===== config.mk =====
export PLATFORM = sky130hd
export DESIGN_NAME = mul_div_unit
export DESIGN_NICKNAME = d
export VERILOG_FILES = /design/src/rtl/mul_div_unit.sv
export SDC_FILE = /design/constraint.sdc
export NUM_CORES = 1
export LEC_CHECK = 0
export CAP_MARGIN = 20
export CORE_AREA = 10 10 146 283
export CTS_CLUSTER_DIAMETER = 120
export DETAILED_ROUTE_END_ITERATION = 8
export DIE_AREA = 0 0 156 293
export PLACE_DENSITY = 0.71
export SYNTH_ARGS = -nofsm -noshare
export SYNTH_HDL_FRONTEND = slang
export SYNTH_SLANG_ARGS = --single-unit
export TNS_END_PERCENT = 50

===== constraint.sdc =====
create_clock -name clk -period 3.15 [get_ports clk]
set_input_delay 0.315 -clock clk [delete_from_list [all_inputs] [get_ports clk]]
set_output_delay 0.315 -clock clk [all_outputs]
set_load 0.03 [all_outputs]

===== src/rtl/mul_div_unit.sv =====
// mul_div_unit: iterative multiply/divide unit holding the HI/LO registers.
// MULT/MULTU use radix-2 shift-add on operand magnitudes. DIV/DIVU use
// restoring division on operand magnitudes. A FIX cycle applies sign
// correction and writes HI/LO.
// Optional build macro: MDU_FAST_MULT_EN. When defined, multiplies use a
// single-cycle combinational product and skip the iterative CALC phase.
module mul_div_unit #(
  parameter int WIDTH = 32
) (
  input  logic             clk,
  input  logic             rst_n,
  input  logic             start,
  input  logic [1:0]       op,
  input  logic [WIDTH-1:0] a,
  input  logic [WIDTH-1:0] b,
  input  logic             hi_we,
  input  logic             lo_we,
  input  logic [WIDTH-1:0] wd,
  output logic             busy,
  output logic             done,
  output logic [WIDTH-1:0] hi,
  output logic [WIDTH-1:0] lo
);

  localparam int CW = $clog2(WIDTH) + 1;
  localparam logic [CW-1:0] LAST_ITER = CW'(WIDTH - 1);

  typedef enum logic [1:0] {
    IDLE,
    CALC,
    FIX
  } state_t;

  state_t             state;
  logic [CW-1:0]      count;
  logic               op_div;
  logic               neg_result;
  logic               neg_rem;
  logic               div_by_zero;
  logic [WIDTH-1:0]   a_q;
  logic [WIDTH-1:0]   operand;
  logic [2*WIDTH-1:0] acc;
  logic [WIDTH:0]     rem;

  logic               in_signed;
  logic               in_div;
  logic               in_neg_a;
  logic               in_neg_b;
  logic [WIDTH-1:0]   in_mag_a;
  logic [WIDTH-1:0]   in_mag_b;

  logic [WIDTH:0]     add_sum;
  logic [2*WIDTH-1:0] mul_next;
  logic [WIDTH+1:0]   div_shift;
  logic [WIDTH+1:0]   div_trial;
  logic [WIDTH:0]     rem_next;
  logic [WIDTH-1:0]   quo_next;

  logic [2*WIDTH-1:0] prod_fixed;
  logic [WIDTH-1:0]   quo_fixed;
  logic [WIDTH-1:0]   rem_fixed;
  logic [WIDTH-1:0]   fix_hi;
  logic [WIDTH-1:0]   fix_lo;

`ifdef MDU_FAST_MULT_EN
  logic [2*WIDTH-1:0] fast_prod;

  // Single-cycle magnitude product used in place of the shift-add loop
  always_comb begin
    fast_prod = {{WIDTH{1'b0}}, in_mag_a} * {{WIDTH{1'b0}}, in_mag_b};
  end
`endif

  // Decode the incoming operation and form operand magnitudes (signed ops only)
  always_comb begin
    in_signed = ~op[0];
    in_div    = op[1];
    in_neg_a  = in_signed & a[WIDTH-1];
    in_neg_b  = in_signed & b[WIDTH-1];
    in_mag_a  = in_neg_a ? -a : a;
    in_mag_b  = in_neg_b ? -b : b;
  end

  // One iteration of shift-add multiply and of restoring divide
  always_comb begin
    add_sum   = {1'b0, acc[2*WIDTH-1:WIDTH]} + {1'b0, operand};
    mul_next  = acc[0] ? {add_sum, acc[WIDTH-1:1]}
                       : {1'b0, acc[2*WIDTH-1:1]};
    div_shift = {rem, acc[WIDTH-1]};
    div_trial = div_shift - {2'b00, operand};
    rem_next  = div_trial[WIDTH+1] ? div_shift[WIDTH:0] : div_trial[WIDTH:0];
    quo_next  = {acc[WIDTH-2:0], ~div_trial[WIDTH+1]};
  end

  // Sign correction and special cases that produce the final HI/LO values
  always_comb begin
    prod_fixed = neg_result ? -acc : acc;
    quo_fixed  = neg_result ? -acc[WIDTH-1:0] : acc[WIDTH-1:0];
    rem_fixed  = neg_rem ? -rem[WIDTH-1:0] : rem[WIDTH-1:0];
    fix_hi     = prod_fixed[2*WIDTH-1:WIDTH];
    fix_lo     = prod_fixed[WIDTH-1:0];
    if (op_div) begin
      if (div_by_zero) begin
        fix_hi = a_q;
        fix_lo = '1;
      end else begin
        fix_hi = rem_fixed;
        fix_lo = quo_fixed;
      end
    end
  end

  // Control FSM and datapath registers, including architectural HI/LO
  always_ff @(posedge clk or negedge rst_n) begin
    if (!rst_n) begin
      state       <= IDLE;
      count       <= '0;
      op_div      <= 1'b0;
      neg_result  <= 1'b0;
      neg_rem     <= 1'b0;
      div_by_zero <= 1'b0;
      a_q         <= '0;
      operand     <= '0;
      acc         <= '0;
      rem         <= '0;
      busy        <= 1'b0;
      done        <= 1'b0;
      hi          <= '0;
      lo          <= '0;
    end else begin
      done <= 1'b0;
      case (state)
        IDLE: begin
          if (start) begin
            op_div      <= in_div;
            neg_result  <= in_signed & (a[WIDTH-1] ^ b[WIDTH-1]);
            neg_rem     <= in_neg_a;
            div_by_zero <= (b == '0);
            a_q         <= a;
            count       <= '0;
            rem         <= '0;
            busy        <= 1'b1;
            if (in_div) begin
              operand <= in_mag_b;
              acc     <= {{WIDTH{1'b0}}, in_mag_a};
              state   <= CALC;
            end else begin
              operand <= in_mag_a;
`ifdef MDU_FAST_MULT_EN
              acc     <= fast_prod;
              state   <= FIX;
`else
              acc     <= {{WIDTH{1'b0}}, in_mag_b};
              state   <= CALC;
`endif
            end
          end else begin
            if (hi_we) begin
              hi <= wd;
            end
            if (lo_we) begin
              lo <= wd;
            end
          end
        end
        CALC: begin
          if (op_div) begin
            acc <= {acc[2*WIDTH-1:WIDTH], quo_next};
            rem <= rem_next;
          end else begin
            acc <= mul_next;
          end
          count <= count + CW'(1);
          if (count == LAST_ITER) begin
            state <= FIX;
          end
        end
        FIX: begin
          hi    <= fix_hi;
          lo    <= fix_lo;
          done  <= 1'b1;
          busy  <= 1'b0;
          state <= IDLE;
        end
        default: begin
          state <= IDLE;
        end
      endcase
    end
  end

endmodule


==> out/metrics.yaml, run 1 <==
critical_path:
  arrival_ns: 3.64
  crit_buf_inv: 0
  critical_path.max_fanout: 5
  critPathTopFamily: "simple AND/OR/NAND/NOR gates"
  cp_slowest_cell: "or4_4"
  worstPathCellList: "or4_4 -> or3_4 -> or4_4 -> o41a_1 -> a21o_1 -> a21oi_2 -> xor2_1 -> o21ai_2 -> a22o_1"
  crit_path_frequent_cell: "or4_4"
  rr_worst_depth: 9
  path_depth: 9
  crit_type: "register to register"
  worstPathRequired_ns: 3.58
  worstSetupStartpointType: "register"
  max_stage_delay_ns: 0.56
  critPathCaptureType: "register"
synth:
  synth-compound-area-share_pct: 24.65
  ys_ff_latch: 239
  syn_nets: 2472
  yosys-top-cells-area: "dfrtp_1 33%, o21ai_0 7.7%, nand2_1 7.5%"
  synth_top_area_cell: "dfrtp_1"
  synth_top_family_by_area: "compound AO/OA/AOI/OAI gates"
  synthCells: 2298
  synth_mux_area_share_pct: 4.722
  yosys.area_share.simple_pct: 18.54
  synth_adder_area_share_pct: 4.969
  yosys.area.top_type_share_pct: 32.90
  syn_avg_cell_area_um2: 7.911
  synth-xor-area-share_pct: 9.732
  synth_warnings: 0
  synth_ff_type: "dfrtp_1"
  synth_enable_flop_cells: 0
  async_reset_ff_share_pct: 100.0
  ys_types: 82
  netlist_area_um2: 18180
  seq_area_frac_synth_pct: 32.90
placement:
  dp.cells: 3094
  dp_hpwl_um: 56220
  place.gp.congestion: 0.9734
  io_buffers: 168
floorplanning:
  core_area_um2: 36910
  die_height_um: 293
  rows: 100
  initial_utilization_pct: 49.25
  die_w_um: 156
  pin_count: 169
  die-area_um2: 45710
finish:
  layout-drive-gt1-share_pct: 16.33
  diodes: 0
  area_growth_pct: 28.91
  final_cells: 3147
  nets: 2845
pwr:
  powerDensity_nw_per_um2: 1060
  leakage_nw: 10.40
  vdd_drop_max_mv: 0.8429
  total_power_w: 0.02485
routing:
  wl_um: 71720
  drt_iter0_drc: 1517
  vias: 18800
  ant_nets: 0
  dr.pass1.iters: 6
  wl_per_cell_um: 22.79
  drc: 0
  avgViaCountPerCell: 5.974
sta:
  period_needed_ns: 3.207
  setup_ws_ns: -0.05679
  drv_slew: 0
  hold_ws_ns: 0.2193
  slew-limit-headroom_pct: 30.44
  tightest_slew_ns: 1.043
  final-setup-viol-count: 10
  max_freq_ghz: 0.3118
  rsz0062_at_grt: "yes"
  finalCritPeriodShare_pct: 101.8
  hold_viol: 0
  fin_worst_skew_ns: 0.01025
clock_network:
  cts.path.max_buffers: 3
  clkTransAtPathRegs_ns: 0.07
  cts_buffers: 25
  cts_tree: "yes"
  htreeDepth: 1
  numClockSinks: 239
  cts_root_buffer: "clkbuf_16"
  clk_latency_ns: 0.55
run_status:
  status: "finished with violations"
  violations: "setup timing"
min_path:
  min_path_type: "primary input to async pin"
run:
  drv_cap: 0
grt:
  met2_usage_pct: 49.73
  met1_usage_pct: 34.82
  grt_use_total_pct: 30.41
  grt_pass1_wl_um: 108000
  first_global_vias: 18260
  grt_max_degree: 113
  use_met3_pct: 4.042
  busiest_layer: "met2"
  grt_overflow: 0
  antenna_found_initial: 0
## report_power, final
group	switching (W)	internal, W	total (W)
clock network	0.00136	0.00172	0.00308
logic	0.00897	0.00725	0.0162
registers	0.00128	0.00428	0.00556
## worst reg2reg max path: stages, from the launching register on
cell and delay, ns:
dfrtp_1 0.38, or4_4 0.56, or3_4 0.35, or4_4 0.44, o41a_1 0.48, a21o_1 0.27, a21oi_2 0.12, xor2_1 0.18
o21ai_2 0.11, a22o_1 0.20
## kinds of logic (layout without fill, tap and decap cells)
kind of cell,after synthesis,after routing
adders and majority gates,71,71
AOI/OAI and AO/OA,748,748
and+or+nand+nor,739,739
DFF,239,239
muxes,85,85
xor gates and xnor gates,202,202
buffers and inverters,214,604
## placed cells by master, fill, tap and decap left out, types with 13 or more instances in the layout
cell type,count
or2_2,13
a211oi_1,19
nand3_1,26
a21o_1,37
clkdlybuf4s50_1,166
a31oi_1,20
o21ai_0,267
dfrtp_1,236
o22ai_1,50
buf_4,307
a21oi_1,180
o211ai_1,30
nor3_1,26
nor4_1,16
or4_1,14
nor2_1,151
xnor2_1,116
or3_1,28
o31ai_1,26
inv_1,72
nand2_1,363
ha_1,67
nand2b_1,20
xor2_1,86
and3_1,13
clkbuf_16,26
mux2i_1,79
nor2b_1,13
## cells in the mapped netlist (14+ instances only)
| master | instances |
|---|---|
| nor2_1 | 155 |
| xnor2_1 | 116 |
| nor3_1 | 26 |
| mux2i_1 | 79 |
| nand2b_1 | 21 |
| nand3_1 | 26 |
| o22ai_1 | 50 |
| a21oi_1 | 187 |
| nor4_1 | 18 |
| ha_1 | 69 |
| o31ai_1 | 26 |
| a31oi_1 | 21 |
| or3_1 | 28 |
| o211ai_1 | 30 |
| o21ai_0 | 278 |
| nand2_1 | 364 |
| a21o_1 | 37 |
| xor2_1 | 86 |
| nor2b_1 | 14 |
| a211oi_1 | 22 |
| or4_1 | 14 |
| inv_1 | 73 |
| dfrtp_1 | 239 |
| clkbuf_1 | 121 |
## per-layer routing
layer | vias up | part of all wire (%)
met2 | 772 | 47
met5 | - | 0
li1 | 8943 | -
met4 | 0 | 9.3
met3 | 212 | 6.1
met1 | 8873 | 37
## registers in the layout, summed over array words and instances, names as in the netlist
name / cells
a_q: 32
acc: 64
busy: 1
count: 6
div_by_zero: 1
done: 1
hi: 32
lo: 32
neg_rem: 1
neg_result: 1
op_div: 1
operand: 32
rem: 33
state: 2
## worst paths after layout
path | from | to | slack, ns
worst min-delay path | rst_n | lo[14] | 0.22
worst max register to register | acc[9] | hi[18] | -0.06
worst max-delay path | acc[9] | hi[18] | -0.06
worst min register to register | lo[16] | lo[16] | 0.48
min in group clk | wd[15] | hi[15] | 0.37
max in group asynchronous | rst_n | acc[4] | 2.06
## metrics by stage
step / setup slack (ns) / util (%) / instance area, µm² / setup TNS [ns]
detailed placement: -0.4565 / 60.48 / 22320 / -4.523
global route: -0.1238 / 63.49 / 23430 / -2.900
floorplan: 0.0004508 / - / 18180 / 0
finish: -0.05679 / 63.49 / 23430 / -0.2197
global placement: -0.4249 / 60.48 / 22320 / -2.950
CTS: -0.01703 / 62.96 / 23240 / -0.02853
## timing repair
item                                    4_1_cts  5_1_grt
endpoints found under the setup margin       39       68
pin swaps                                     5       18
gates cloned                                  0        2
hold endpoints to repair                     46        0
gates resized for setup                      17       32
hold buffers                                  1        0
setup buffers                                 1        6
## layout make-up
class,instances,area (µm²)
well taps,459,574.3
repair buffers,485,4161
clock buffers,30,684.4
clock inverters,14,133.9
inverters,75,281.5
fillers,3289,13480
multi-input cells,1845,11610
flip-flops and latches,239,5987
(Power assumes the default switching activity.)
==> run 2: changes to the inputs <==
CAP_MARGIN = default   (was 20)
==> results of run 2 <==
No change in the layout: final DEF, timing and power equal those of run 1.
